[config.mk]
export PLATFORM = sky130hd
export DESIGN_NAME = pixel_sink
export DESIGN_NICKNAME = d
export VERILOG_FILES = /design/src/rtl/pixel_sink.sv
export SDC_FILE = /design/constraint.sdc
export NUM_CORES = 1
export LEC_CHECK = 0
export BUFFER_PORTS_ARGS = -buffer_cell sky130_fd_sc_hd__buf_2
export CORE_MARGIN = 1
export CORE_UTILIZATION = 60
export DETAILED_ROUTE_END_ITERATION = 7
export GPL_ROUTABILITY_DRIVEN = 0
export PLACE_DENSITY = 0.88
export SETUP_SLACK_MARGIN = 0.4
export SLEW_MARGIN = 20
export SYNTH_ARGS = -nofsm -noshare
export SYNTH_HDL_FRONTEND = slang
export SYNTH_SLANG_ARGS = --single-unit
[constraint.sdc]
create_clock -name clk -period 9.61 [get_ports clk]
set_input_delay 0.961 -clock clk [delete_from_list [all_inputs] [get_ports clk]]
set_output_delay 0.961 -clock clk [all_outputs]
set_load 0.02 [all_outputs]
[src/rtl/pixel_sink.sv]
// Pixel-write sink: clips/linearises pixels into a FIFO and arbitrates one framebuffer port
// between scan-out reads, a full-screen clear engine and buffered pixel writes. Option: PIXEL_SINK_FAIRNESS_EN.
module pixel_sink #(
  parameter int DEPTH = 8,
  parameter int H_RES = 320,
  parameter int V_RES = 240
) (
  input  logic                     clk,
  input  logic                     reset,
  input  logic [8:0]               X_in,
  input  logic [7:0]               Y_in,
  input  logic [11:0]              Color_in,
  input  logic                     writeEn_in,
  input  logic                     clear_req,
  input  logic [11:0]              clear_color,
  output logic                     clear_done,
  input  logic                     rd_req,
  input  logic [16:0]              rd_addr,
  output logic                     rd_grant,
  output logic                     rd_valid,
  output logic [11:0]              rd_data,
  output logic [16:0]              mem_addr,
  output logic [11:0]              mem_wdata,
  output logic                     mem_we,
  input  logic [11:0]              mem_rdata,
  output logic [$clog2(DEPTH):0]   fifo_level,
  output logic                     overflow
);
  localparam int AW = $clog2(DEPTH);
  localparam logic [16:0] LAST_ADDR = 17'(H_RES * V_RES - 1);

  typedef enum logic {S_IDLE, S_CLEAR} state_t;

  state_t        r_state;
  logic [16:0]   r_clr_addr;
  logic [11:0]   r_clr_color;
  logic          r_clear_done;
  logic          r_in_valid;
  logic [16:0]   r_in_addr;
  logic [11:0]   r_in_color;
  logic [28:0]   r_fifo [DEPTH];
  logic [AW-1:0] r_wptr;
  logic [AW-1:0] r_rptr;
  logic [AW:0]   r_level;
  logic          r_overflow;
  logic [16:0]   r_mem_addr;
  logic [11:0]   r_mem_wdata;
  logic          r_mem_we;
  logic          r_rd_p1;
  logic          r_rd_valid;

  logic          w_in_ok;
  logic [16:0]   w_lin_addr;
  logic          w_full;
  logic          w_empty;
  logic          w_rd_grant;
  logic          w_pop;
  logic          w_push;
  logic [28:0]   w_head;

  assign w_in_ok    = writeEn_in && (X_in < 9'(H_RES)) && (Y_in < 8'(V_RES));
  // Y*320 + X as two shifted copies of Y plus X
  assign w_lin_addr = {1'b0, Y_in, 8'b0} + {3'b0, Y_in, 6'b0} + {8'b0, X_in};

  assign w_full  = (r_level == (AW+1)'(DEPTH));
  assign w_empty = (r_level == '0);
  assign w_head  = r_fifo[r_rptr];

`ifdef PIXEL_SINK_FAIRNESS_EN
  assign w_rd_grant = rd_req && !reset && !(w_full && (r_state == S_IDLE));
`else
  assign w_rd_grant = rd_req && !reset;
`endif

  assign w_pop  = !w_rd_grant && (r_state == S_IDLE) && !w_empty;
  assign w_push = r_in_valid && (!w_full || w_pop);

  always_ff @(posedge clk) begin
    if (reset) begin
      r_in_valid <= 1'b0;
      r_in_addr  <= '0;
      r_in_color <= '0;
    end else begin
      r_in_valid <= w_in_ok;
      r_in_addr  <= w_lin_addr;
      r_in_color <= Color_in;
    end
  end

  always_ff @(posedge clk) begin
    if (w_push && !reset) r_fifo[r_wptr] <= {r_in_addr, r_in_color};
  end

  always_ff @(posedge clk) begin
    if (reset) begin
      r_wptr     <= '0;
      r_rptr     <= '0;
      r_level    <= '0;
      r_overflow <= 1'b0;
    end else begin
      if (w_push) r_wptr <= r_wptr + AW'(1);
      if (w_pop)  r_rptr <= r_rptr + AW'(1);
      case ({w_push, w_pop})
        2'b10:   r_level <= r_level + (AW+1)'(1);
        2'b01:   r_level <= r_level - (AW+1)'(1);
        default: r_level <= r_level;
      endcase
      if (r_in_valid && w_full && !w_pop) r_overflow <= 1'b1;
    end
  end

  always_ff @(posedge clk) begin
    if (reset) begin
      r_state      <= S_IDLE;
      r_clr_addr   <= '0;
      r_clr_color  <= '0;
      r_clear_done <= 1'b0;
      r_mem_addr   <= '0;
      r_mem_wdata  <= '0;
      r_mem_we     <= 1'b0;
      r_rd_p1      <= 1'b0;
      r_rd_valid   <= 1'b0;
    end else begin
      r_clear_done <= 1'b0;
      r_mem_we     <= 1'b0;
      r_rd_p1      <= w_rd_grant;
      r_rd_valid   <= r_rd_p1;
      if (w_rd_grant) begin
        r_mem_addr <= rd_addr;
      end else if (r_state == S_CLEAR) begin
        r_mem_addr  <= r_clr_addr;
        r_mem_wdata <= r_clr_color;
        r_mem_we    <= 1'b1;
        if (r_clr_addr == LAST_ADDR) begin
          r_state      <= S_IDLE;
          r_clear_done <= 1'b1;
        end else begin
          r_clr_addr <= r_clr_addr + 17'd1;
        end
      end else if (w_pop) begin
        r_mem_addr  <= w_head[28:12];
        r_mem_wdata <= w_head[11:0];
        r_mem_we    <= 1'b1;
      end
      if ((r_state == S_IDLE) && clear_req) begin
        r_state     <= S_CLEAR;
        r_clr_addr  <= '0;
        r_clr_color <= clear_color;
      end
    end
  end

  assign clear_done = r_clear_done;
  assign rd_grant   = w_rd_grant;
  assign rd_valid   = r_rd_valid;
  // RAM data is only meaningful on the rd_valid cycle; hold zero otherwise
  assign rd_data    = r_rd_valid ? mem_rdata : '0;
  assign mem_addr   = r_mem_addr;
  assign mem_wdata  = r_mem_wdata;
  assign mem_we     = r_mem_we;
  assign fifo_level = r_level;
  assign overflow   = r_overflow;

endmodule

==> qor.csv <==
stage,metric,value,unit
timing,min Tclk post-route,3656,ps
synth,dominant synthesized flop cell,edfxtp_1,
global_routing,largest net degree at the start of global routing,62,
routing,DR vias,8087,
setup_path,WP buf/inv,4,
power_and_ir_drop,maximum VDD drop,0.0001197,V
synth,XOR/XNOR Fraction of Synth Area,1.817,%
synth,largest family of logic cells by synthesized area,multiplexers,
setup_path,Crit-path slowest cell,buf_4,
setup_path,Reg2Reg Depth,10,
cts,cts repair resizes,0,
timing,max-slew violations,0,
synth,count of cell types in the netlist,58,
setup_path,Worst setup SP type,input pin,
power_and_ir_drop,pwr dens,228.9,mW/mm^2
cts,CTS tree,done,
flow_run,Max Cap Viol,0,
placed_design,DP HPWL,17710,um
placed_design,dpl cell area,0.01440,sq mm
placed_design,port bufs,124,
synth,mean post-synth cell area,15.62,sq um
setup_path,Reg-to-Reg Start,fifo_level[1],
synth,top-count cell post-synth,edfxtp_1,
routing,per-cell routed wire length,23.11,um
setup_path,critical path's largest stage delay,570,ps
cts,Max Buffers Root-to-Sink,3,
synth,Mapped Area,0.01350,sq mm
cts,Post-CTS Setup Bufs,0,
routing,drt total wl,29900,um
setup_path,RR Endpoint,fifo_level[2],
finish,Area Growth Syn to Fin,14.47,%
setup_path,"Critical Path, Cell by Cell",buf_2 -> buf_4 -> nand2b_1 -> inv_2 -> o211ai_4 -> nand2_2 -> or3_4 -> nor2_2 -> buf_4,
floorplanning,Die W,152.0,um
power_and_ir_drop,Final Power,0.003537,W
power_and_ir_drop,Leak,5.416,nW
global_routing,Overflow after GRT,0,
synth,Synth area leaders,"edfxtp_1 (52%), dfxtp_1 (16%), mux4_2 (9.5%)",
finish,fraction of layout cells with a size suffix above 1,27.91,%
timing,Least-Margin Pin Slew,1015,ps
min_path,min-delay worst type,flip-flop to flip-flop,
setup_path,CP top delay family,simple AND/OR/NAND/NOR gates,
synth,Post-synth EDFFs,232,
setup_path,crit path launch,reset,
cts,CTS sink cnt,339,
floorplanning,Core Region,0.02196,sq mm
timing,Slew headroom,31.78,%
setup_path,CP endpoint kind,flip-flop,
cts,Clock Latency Late Sink,550,ps
outcome,status,finished with violations,
cts,CTS Buf Count,31,
cts,Clock transition at path regs,60,ps
timing,final hold vios,0,
synth,share of the synthesized area in the top cell type,51.61,%
setup_path,WP depth,9,
floorplanning,Die H,152.0,um
synth,mux cell area share after synthesis,11.89,%
synth,Post-Synth Adder-Cell Area,2.151,%
routing,drt pass-1 iters,7,
floorplanning,num rows,54,
global_routing,initial antenna violation count,0,
synth,Simple-Gate Fraction of Synth Area,7.925,%
setup_path,worst-path fanout max,61,
timing,f_max,273.5,MHz
cts,CTS Hold Bufs,0,
setup_path,CP Data Required Time,9820,ps
floorplanning,Top Ports,125,
routing,initial DRC count,827,
setup_path,Worst Setup Path Type,input pin to flip-flop,
synth,Syn. warnings,0,
timing,Fin Hold WS,439.0,ps
routing,detailed-route DRC error count,22,
routing,Vias/cell,6.250,
setup_path,arrival time at the worst endpoint,3870,ps
synth,compound-gate portion of the synthesized area,6.776,%
synth,Synth async-reset ratio,0,%
timing,Clock Skew,20.38,ps
timing,total negative slack,0,ps
routing,antenna-violating nets left,0,
setup_path,R2R Setup Slk,6930,ps
finish,n_diodes,0,
synth,cell type with the largest total area after synthesis,edfxtp_1,
synth,post-synthesis sequential area ratio,67.48,%
setup_path,"most used cell, CP",buf_4,
synth,Commonest cells post-synth,"edfxtp_1 (232), dfxtp_1 (107), mux4_2 (57), nor2_1 (42), a21oi_1 (39)",
timing,fin crit share,38.05,%
cts,Root Driver,clkbuf_16,
synth,Synth Register Bits,339,
global_routing,vias in the first global route,8218,
global_routing,first-pass GRT wire length,45840,um
synth,Cells after Synth,864,
floorplanning,initial core utilization,61.47,%
timing,RSZ-0062 raised after global routing,no,
floorplanning,die area,0.02310,sq mm
finish,nets,1088,
setup_path,crit path capture,r_fifo[1][12],
global_routing,gr usage total,26.14,%
outcome,failing checks,design-rule violations,
timing,Final setup viols,0,
cts,htree depth,1,
synth,Synth Net Count,961,
min_path,hold path cells,1,
finish,final instance area,0.01545,sq mm
[per-stage QoR]
| step | utilization, % | setup slack (ps) | cells |
|---|---|---|---|
| finish | 70.36 | 5954 | 1294 |
| global route | 70.36 | 5773 | 1294 |
| CTS | 70.36 | 5962 | 1294 |
| detailed placement | 65.58 | 5420 | 1238 |
| global placement | 65.58 | 5536 | 1238 |
| floorplan | - | 5178 | 864 |
[cell usage in the layout (no fill, tap or decap), drive strengths merged, types with 3 or more instances in the layout]
cell type and n:
edfxtp 232, buf 140, dfxtp 107, mux4 57, nor2 42, o21ai 42
nand2 41, a21oi 39, clkbuf 35, mux2i 31, nor2b 26, nand2b 22
ha 20, and2 16, xor2 15, o311a 15, xnor2 13, nand3 12
inv 11, nor3 10, clkinv 10, a211oi 9, a32oi 8, nand4 7
clkinvlp 7, bufinv 5, o211a 4, nor4 4, o211ai 4, or3 4
nor4b 3
[how the worst min path moves through the flow]
| stage | startpoint | end | slack [ps] |
|---|---|---|---|
| floorplan | r_rd_p1 | rd_valid | 410 |
| detailed placement | r_rd_p1 | rd_valid | 430 |
| global placement | r_rd_p1 | rd_valid | 420 |
| global route | r_rd_p1 | rd_valid | 450 |
| finish | r_rd_p1 | rd_valid | 440 |
| CTS | r_rd_p1 | rd_valid | 450 |
[metal layers]
layer / vias to the layer above / GRT usage [%] / wire length (um)
met3: 94 / 3.565 / 2109
met4: 0 / 11.27 / 1139
met5: - / 0 / 0
met2: 441 / 44.86 / 15150
li1: 3565 / - / -
met1: 3987 / 33.70 / 11500
[area by class of cell]
class,count,area (sq um)
tap,280,350.3
timing repair buffer,140,740.7
inverter,12,45.04
clock inverter,21,239.0
clock buffer,35,810.8
fill,1326,6507
multi-input combinational,467,4150
sequential,339,9115
[state kept, by name, indices dropped and copies added (netlist names), 3 cells and up, named ones only]
name	cells
fifo_level	4
r_clr_color	12
mem_addr	17
r_rptr	3
r_clr_addr	17
r_wptr	3
mem_wdata	12
r_in_color	12
r_fifo	232
r_in_addr	17
[kinds of logic after synthesis]
logic type,after synthesis
compound gates,132
xor+xnor,28
fa+ha+maj,22
buf+inv,58
flops,339
mux,89
simple gates,196
[where the power goes]
group	leakage (nW)	switching (W)	internal [W]
sequential	3.00	0.0000860	0.00163
clock	0.492	0.000516	0.000737
combinational	1.92	0.000313	0.000258
Power figures use the tool's default switching activity.
